<file path="src/rtl/fifo_burst_reader.sv">
// +----------------------------------------------------------------------------+
// | fifo_burst_reader: drains BURST_LEN words from the write-data FIFO, then     |
// | requests an SDRAM write burst and streams the words out.  Rev 1.0          |
// +----------------------------------------------------------------------------+
`default_nettype none

module fifo_burst_reader #(
  parameter int WIDTH      = 8,
  parameter int BURST_LEN  = 4,
  parameter int CNT_SIZE   = 2,
  parameter int ADDR_WIDTH = 12
) (
  input  logic                  clk,
  input  logic                  rst_n,
  input  logic                  en,
  input  logic                  fifo_empty,
  input  logic [WIDTH-1:0]      fifo_rd_data,
  output logic                  fifo_rd_en,
  output logic                  bst_req,
  output logic [ADDR_WIDTH-1:0] bst_addr,
  input  logic                  bst_ack,
  output logic                  bst_valid,
  output logic [WIDTH-1:0]      bst_data,
  output logic                  bst_last,
  output logic                  busy
);

  typedef enum logic [1:0] {
    S_IDLE  = 2'd0,
    S_FETCH = 2'd1,
    S_REQ   = 2'd2,
    S_SEND  = 2'd3
  } state_t;

  localparam logic [CNT_SIZE:0]     C_BURST_CNT = (CNT_SIZE+1)'(BURST_LEN);
  localparam logic [CNT_SIZE:0]     C_LAST_CAP  = (CNT_SIZE+1)'(BURST_LEN - 1);
  localparam logic [CNT_SIZE:0]     C_CNT_ONE   = (CNT_SIZE+1)'(1);
  localparam logic [CNT_SIZE-1:0]   C_LAST_IDX  = CNT_SIZE'(BURST_LEN - 1);
  localparam logic [CNT_SIZE-1:0]   C_IDX_ONE   = CNT_SIZE'(1);
  localparam logic [ADDR_WIDTH-1:0] C_ADDR_STEP = ADDR_WIDTH'(BURST_LEN);

  state_t                  state_q, state_d;
  logic [CNT_SIZE:0]       pop_cnt_q, pop_cnt_d;
  logic [CNT_SIZE:0]       cap_cnt_q, cap_cnt_d;
  logic                    pop_d1_q, pop_d1_d;
  logic [CNT_SIZE-1:0]     idx_q, idx_d;
  logic [ADDR_WIDTH-1:0]   addr_q, addr_d;
  logic [WIDTH-1:0]        burst_buf_q [BURST_LEN];
  logic [WIDTH-1:0]        burst_buf_d [BURST_LEN];
  logic                    pop;

  // Pop request is combinational on fifo_empty so it can never fire on an empty FIFO.
  assign pop = (state_q == S_FETCH) && !fifo_empty && (pop_cnt_q < C_BURST_CNT);

  always_comb begin
    state_d     = state_q;
    pop_cnt_d   = pop_cnt_q;
    cap_cnt_d   = cap_cnt_q;
    pop_d1_d    = pop;
    idx_d       = idx_q;
    addr_d      = addr_q;
    burst_buf_d = burst_buf_q;

    if (pop) begin
      pop_cnt_d = pop_cnt_q + C_CNT_ONE;
    end
    // Read data lags the accepted pop by one cycle.
    if (pop_d1_q) begin
      burst_buf_d[cap_cnt_q[CNT_SIZE-1:0]] = fifo_rd_data;
      cap_cnt_d = cap_cnt_q + C_CNT_ONE;
    end

    case (state_q)
      S_IDLE: begin
        if (en) begin
          state_d   = S_FETCH;
          pop_cnt_d = '0;
          cap_cnt_d = '0;
        end
      end
      S_FETCH: begin
        if (pop_d1_q && (cap_cnt_q == C_LAST_CAP)) begin
          state_d = S_REQ;
        end
      end
      S_REQ: begin
        if (bst_ack) begin
          state_d = S_SEND;
          idx_d   = '0;
        end
      end
      S_SEND: begin
        idx_d = idx_q + C_IDX_ONE;
        if (idx_q == C_LAST_IDX) begin
          idx_d  = '0;
          addr_d = addr_q + C_ADDR_STEP;
          if (en) begin
            state_d   = S_FETCH;
            pop_cnt_d = '0;
            cap_cnt_d = '0;
          end else begin
            state_d = S_IDLE;
          end
        end
      end
      default: state_d = S_IDLE;
    endcase
  end

  always_ff @(posedge clk or negedge rst_n) begin
    if (!rst_n) begin
      state_q   <= S_IDLE;
      pop_cnt_q <= '0;
      cap_cnt_q <= '0;
      pop_d1_q  <= 1'b0;
      idx_q     <= '0;
      addr_q    <= '0;
      for (int i = 0; i < BURST_LEN; i++) begin
        burst_buf_q[i] <= '0;
      end
    end else begin
      state_q     <= state_d;
      pop_cnt_q   <= pop_cnt_d;
      cap_cnt_q   <= cap_cnt_d;
      pop_d1_q    <= pop_d1_d;
      idx_q       <= idx_d;
      addr_q      <= addr_d;
      burst_buf_q <= burst_buf_d;
    end
  end

  assign fifo_rd_en = pop;
  assign bst_req    = (state_q == S_REQ);
  assign bst_valid  = (state_q == S_SEND);
  assign bst_last   = (state_q == S_SEND) && (idx_q == C_LAST_IDX);
  assign busy       = (state_q != S_IDLE);
  assign bst_addr   = addr_q;
  assign bst_data   = (state_q == S_SEND) ? burst_buf_q[idx_q] : '0;

endmodule

`default_nettype wire

</file>
<file path="config.mk">
export PLATFORM = sky130hd
export DESIGN_NAME = fifo_burst_reader
export DESIGN_NICKNAME = d
export VERILOG_FILES = /design/src/rtl/fifo_burst_reader.sv
export SDC_FILE = /design/constraint.sdc
export NUM_CORES = 1
export LEC_CHECK = 0
export ABC_AREA = 1
export CAP_MARGIN = 10
export CELL_PAD_IN_SITES_DETAIL_PLACEMENT = 1
export CELL_PAD_IN_SITES_GLOBAL_PLACEMENT = 1
export CORE_ASPECT_RATIO = 0.5
export CORE_MARGIN = 2
export CORE_UTILIZATION = 44
export CTS_CLUSTER_DIAMETER = 30
export CTS_CLUSTER_SIZE = 12
export DETAILED_ROUTE_END_ITERATION = 7
export PLACE_DENSITY = 0.9
export SLEW_MARGIN = 5
export SYNTH_ARGS = -nofsm -noshare
export SYNTH_HDL_FRONTEND = slang
export SYNTH_SLANG_ARGS = --single-unit
</file>
<file path="constraint.sdc">
create_clock -name clk -period 3.85 [get_ports clk]
set_input_delay 0.77 -clock clk [delete_from_list [all_inputs] [get_ports clk]]
set_output_delay 0.77 -clock clk [all_outputs]
set_load 0.005 [all_outputs]
</file>
==> metrics.cfg, run 1 <==
[timing]
finalMaxSlewViolations = 0
rsz0062_at_grt = no
worst_slack_ns = 0.808
setup_violations = 0
fin_setup_tns_ns = 0
fmax_ghz = 0.329
post-route-period-util = 0.790
hold_viol = 0
worst_pin_slew_ns = 0.780
period_minus_slack_ns = 3.04
clock_skew_ns = 0.00883
max_slew_margin = 0.480

[die]
coreArea_um2 = 5980
num_rows = 20
fp.dieW_um = 114
die_height_um = 59.2
initial_core_util = 0.448
dieArea_um2 = 6760
ios = 38

[synth]
synthTopCellsByArea = dfrtp_1, nand2_1, o21ai_1
yosys.area.top_type_share = 0.495
ys_seq_area_frac = 0.495
yosysWarnings = 0
ys_types = 27
synthSimpleGateAreaFrac = 0.212
synth_compound_area_frac = 0.128
ys_ff_latch = 53
syn-mean-instance-area_um2 = 8.53
synthXorXnorAreaFrac = 0.0196
synth_top_family_by_area = simple AND/OR/NAND/NOR gates
synth-adder-area-share = 0.0561
synth_area_um2 = 2680
synthMuxAreaShare = 0.00374
syn_inst = 314
netlist.top_cell.by_area = dfrtp_1

[grt]
grt_usage = 0.238
grt_max_degree = 33
antenna_found_initial = 0
grt_pass1_wl_um = 12200
grt_pass1_vias = 2494
grt_overflow_total = 0

[worst_setup_path]
crit_type = reg2out
worstSetupStartpointType = register
r2r_cells = 6
path_max_fanout = 18
cp.arrival_ns = 2.27
cp_cell_sequence = inv_2 > o21ai_0 > a21oi_1 > clkdlybuf4s50_1
required_ns = 3.08
crit_path_end_kind = primary output
critPathMaxStageDelay_ns = 0.77
ff2ff_setup_slack_ns = 2.00
cp_slowest_cell = dfrtp_1

[placed_design]
port-buffer-count = 35
hpwl_um = 4940
place_area_um2 = 3040
place_inst = 416
globalplace.congestion = 0.800
dp_slack_ns = 1.04

[cells_and_area]
nFillCells = 700
areaGrowthSynthToFinish_pct = 19.9
antenna_cells = 0
layout-drive-gt1-share = 0.0663
multi_input_area_um2 = 1130
layout_commonest_cell = nand2_1
most-common-layout-cells = nand2_1, dfrtp_1, nor2_1, o21ai_1, clkdlybuf4s50_1
postLayoutCellArea_um2 = 3210
regArea_um2 = 1330
nets = 371
fin_cells = 424

[clock_network]
hold_buffers = 0
clkLatencyLatePin_ns = 0.29
clock-sinks = 53
clockBufferDepth = 2
cts_root_buf = clkbuf_16
post_cts_resized = 0
cts-buffers-inserted = 5
post_cts_buffers = 0
cts_tree = built
htree_num_levels = 2
clk_pin_slew_worst_paths_ns = 0.07

[power]
power_leakage_nw = 1.61
vdd_drop_max_uv = 285
p_per_area_nw_per_um2 = 719

[routing]
ant_nets = 0
drc = 0
drt_iter0_drc = 104
num_vias = 2243
wire_per_inst_um = 17.1
routed_wl_um = 7260
drtPass1Iterations = 4
vias_per_cell = 5.29

[outcome]
status = complete, no violations

[job]
drv_cap = 0

[worst_hold_path]
hold_path.class = reg2reg
whs_path_depth = 2

[final timing paths]
check	startpoint	to
max	idx_q[0]	bst_data[7]
min	burst_buf_q[29]	burst_buf_q[29]
max reg2reg	idx_q[0]	bst_addr[8]
min reg2reg	burst_buf_q[29]	burst_buf_q[29]
max in group asynchronous	rst_n	burst_buf_q[8]
min in group asynchronous	rst_n	state_q[1]
[report_power, final]
| part | switching [mW] | total (mW) | internal (mW) | leakage (nW) |
|---|---|---|---|---|
| clock network | 0.207 | 0.515 | 0.309 | 0.0810 |
| logic | 0.485 | 0.832 | 0.346 | 0.903 |
| registers | 0.195 | 0.962 | 0.766 | 0.623 |
| total | 0.887 | 2.31 | 1.42 | 1.61 |
[cells in the mapped netlist (all sizes together)]
cell type   n
nand2      65
o21ai      54
dfrtp      53
nor2       46
inv        36
buf        12
ha         12
nand3      11
a21oi      10
nand4       4
xnor2       4
xor2        2
a21boi      1
conb        1
mux2i       1
o211ai      1
o21a        1
[through the flow]
stage	hold slack, ns	power, mW	utilization
final	0.493	2.31	0.537
after global routing	0.516	2.47	0.537
after CTS	0.492	2.32	0.537
after detailed placement	0.474	1.77	0.509
after global placement	0.468	1.66	0.509
after floorplan	0.454	1.47	-
[registers in the layout, summed over array words and instances, names as in the netlist]
| signal | count |
|---|---|
| pop_cnt_q | 3 |
| cap_cnt_q | 3 |
| bst_addr | 10 |
| pop_d1_q | 1 |
| burst_buf_q | 32 |
| state_q | 2 |
| idx_q | 2 |
[routing by layer]
metal,vias to the layer above,wire length [um],global-route usage
met4,0,171,0.0906
met5,-,0,0
li1,1069,-,-
met3,17,262,0.0440
met1,1105,3200,0.282
met2,52,3630,0.441
[logic make-up (layout without fill, tap and decap cells)]
family / count (synthesis) / count (layout)
AO/OA/AOI/OAI: 67 / 67
XOR/XNOR: 6 / 6
adder cells (fa/ha/maj): 12 / 12
buffers and inverters: 48 / 80
flip-flops: 53 / 53
multiplexers: 1 / 1
other: 1 / 2
AND/OR/NAND/NOR: 126 / 126
[final cells by class]
type	count	area share
clock inverter	2	0.0121
sequential	53	0.413
inverter	36	0.0421
multi-input combinational	214	0.352
clock buffer	6	0.0402
tap	77	0.0300
timing repair buffer	36	0.110
[critical path, delay by kind of cell, from the launching register on]
| kind | cells | cell delay [ns] |
|---|---|---|
| buffers and inverters | 2 | 0.80 |
| flip-flops | 1 | 0.77 |
| AO/OA/AOI/OAI | 2 | 0.41 |
Power figures use the tool's default switching activity.
==> run 2, diff against run 1 <==
- CORE_UTILIZATION: 44 -> 41
- PLACE_DENSITY: 0.9 -> 0.85
- clock period: 3.85 -> 3 ns (I/O delays scaled with it)
==> run 2 against run 1 <==
Global-route usage down 4.2 points. Sequential power is 27% higher. Wire length is 11% lower. Critical endpoint is now bst_data[4]. Highest routed layer unchanged. Critical path type unchanged.
==> metrics.cfg, run 2 (synthesis results as in run 1) <==
[outcome]
status = complete, no violations

[routing]
num_vias = 2182  ; -2.7%
drt_iter0_drc = 61  ; -41%
wl_met3_um = 171  ; -35%
drc = 0  ; unchanged
ant_nets = 0  ; unchanged
drtPass1Iterations = 4  ; unchanged
vias_per_cell = 4.99  ; -5.6%
wl_met2_um = 3200  ; -12%
top_layer = met4
routed_wl_um = 6460  ; -11%
drt-met1-wl_um = 3050  ; -4.6%
wire_per_inst_um = 14.8  ; -14%

[worst_setup_path]
crit_path_end_kind = primary output
cp_cell_sequence = inv_2 > o21ai_0 > a21oi_1 > clkdlybuf4s50_1
crit_buf_inv = 2  ; unchanged
cp_slowest_cell = dfrtp_1
critPathMaxStageDelay_ns = 0.59  ; -0.18 ns
required_ns = 2.40  ; -0.68 ns
critPathTopFamily = buffers and inverters
path_max_fanout = 18  ; unchanged
worstSetupStartpointType = register
cp.arrival_ns = 2.08  ; -0.19 ns
crit_type = reg2out

[clock_network]
cts_root_buf = clkbuf_16
clkLatencyLatePin_ns = 0.29  ; about the same
hold_buffers = 0  ; unchanged
post_cts_resized = 0  ; unchanged
post_cts_buffers = 0  ; unchanged
clk_pin_slew_worst_paths_ns = 0.07  ; about the same
clock-sinks = 53  ; unchanged
cts_tree = built
htree_num_levels = 2  ; unchanged
clockBufferDepth = 2  ; unchanged
cts-buffers-inserted = 5  ; unchanged

[timing]
fmax_ghz = 0.373
setup_violations = 0  ; unchanged
finalMaxSlewViolations = 0  ; unchanged
worst_slack_ns = 0.321  ; -0.487 ns
worst_pin_slew_ns = 0.702  ; -0.0783 ns
max_slew_margin = 0.532  ; +0.0522
fin_setup_tns_ns = 0  ; unchanged
period_minus_slack_ns = 2.68
hold_viol = 0  ; unchanged
post-route-period-util = 0.893
rsz0062_at_grt = no
clock_skew_ns = 0.00482  ; -0.00400 ns

[cells_and_area]
areaGrowthSynthToFinish_pct = 19.9  ; unchanged
largest_reg_flops = 32  ; unchanged
layout_commonest_cell = nand2_1
nFillCells = 764  ; +9.1%
nets = 373  ; +0.54%
fin_cells = 437  ; +3.1%
antenna_cells = 0  ; unchanged
regMostFlops = burst_buf_q
most-common-layout-cells = nand2_1, dfrtp_1, nor2_1, o21ai_1, clkdlybuf4s50_1
layout-drive-gt1-share = 0.0716  ; +0.00535

[die]
dieArea_um2 = 7230  ; +6.9%
fp.dieW_um = 118  ; +3.5%
num_rows = 20  ; unchanged
ios = 38  ; unchanged
die_height_um = 61.1  ; +3.4%
coreArea_um2 = 6180  ; +3.3%
initial_core_util = 0.433  ; -0.0145

[grt]
grt_pass1_vias = 2334  ; -6.4%
grt_pass1_wl_um = 11200  ; -8.5%
antenna_found_initial = 0  ; unchanged
grt_max_degree = 32  ; -3.0%
grt_overflow_total = 0  ; unchanged
grt_usage = 0.196  ; -0.0420

[placed_design]
port-buffer-count = 35  ; unchanged
place_inst = 429  ; +3.1%
dp_slack_ns = 0.548  ; -0.497 ns
globalplace.congestion = 0.765  ; -4.5%
hpwl_um = 4810  ; -2.6%

[power]
power_leakage_nw = 1.61  ; about the same
vdd_drop_max_uv = 330  ; +16%
p_per_area_nw_per_um2 = 870  ; +21%
total_power_mw = 2.79  ; +21%

[job]
drv_cap = 0  ; unchanged

[worst_hold_path]
hold_path.class = in2async

-- run 2: cell types whose count changed in the layout (fill, tap and decap cells not counted), sizes merged --
cell,previous run,this run
clkinv,1,2
buf,2,4
bufinv,1,0
-- run 2: cell type report --
cell class                      count  area, um^2  share of cell area
Tap cell                           88         110              0.0343
Multi-Input combinational cell    214        1130               0.352
Clock buffer                        6         129              0.0402
Timing Repair Buffer               38         368               0.115
Clock inverter                      2        10.0             0.00312
Sequential cell                    53        1330               0.413
Inverter                           36         135              0.0421
-- run 2: where the power goes --
part / switching (mW) / internal (mW) / total (mW) / leakage (nW)
clock network: 0.255 / 0.307 / 0.562 / 0.0706
logic: 0.560 / 0.447 / 1.01 / 0.913
registers: 0.238 / 0.984 / 1.22 / 0.623
total: 1.05 / 1.74 / 2.79 / 1.61
-- run 2: through the flow --
stage | area [um^2] | util | hold WS [ns]
2_1_floorplan | 2680 | - | 0.304
6_report | 3210 | 0.519 | 0.353
4_1_cts | 3210 | 0.519 | 0.380
3_5_place_dp | 3070 | 0.497 | 0.479
3_3_place_gp | 3070 | 0.497 | 0.470
5_1_grt | 3210 | 0.519 | 0.408
-- run 2: final timing paths --
| kind | end | depth (start not counted) | start | slack, ns |
|---|---|---|---|---|
| max | bst_data[4] | 4 | idx_q[0] | 0.32 |
| min | burst_buf_q[16] | 1 | rst_n | 0.35 |
| max reg2reg | bst_addr[8] | 6 | idx_q[0] | 1.25 |
| min reg2reg | burst_buf_q[23] | 2 | burst_buf_q[23] | 0.49 |
| max in group asynchronous | bst_addr[3] | 2 | rst_n | 2.00 |
| min in group clk | burst_buf_q[23] | 2 | burst_buf_q[23] | 0.49 |
-- run 2: worst reg2reg max path, cell delays in order (launching register included) --
cell and delay [ns]:
dfrtp_1 0.70, ha_1 0.36, nand2_4 0.12, nor2_8 0.12, nand3_2 0.10, o21ai_1 0.17, nand2_1 0.06
-- run 2: metal layers --
layer / vias up / track usage
met4: 0 / 0.0396
met2: 32 / 0.364
met3: 4 / 0.0352
met5: - / 0
li1: 1068 / -
met1: 1078 / 0.250
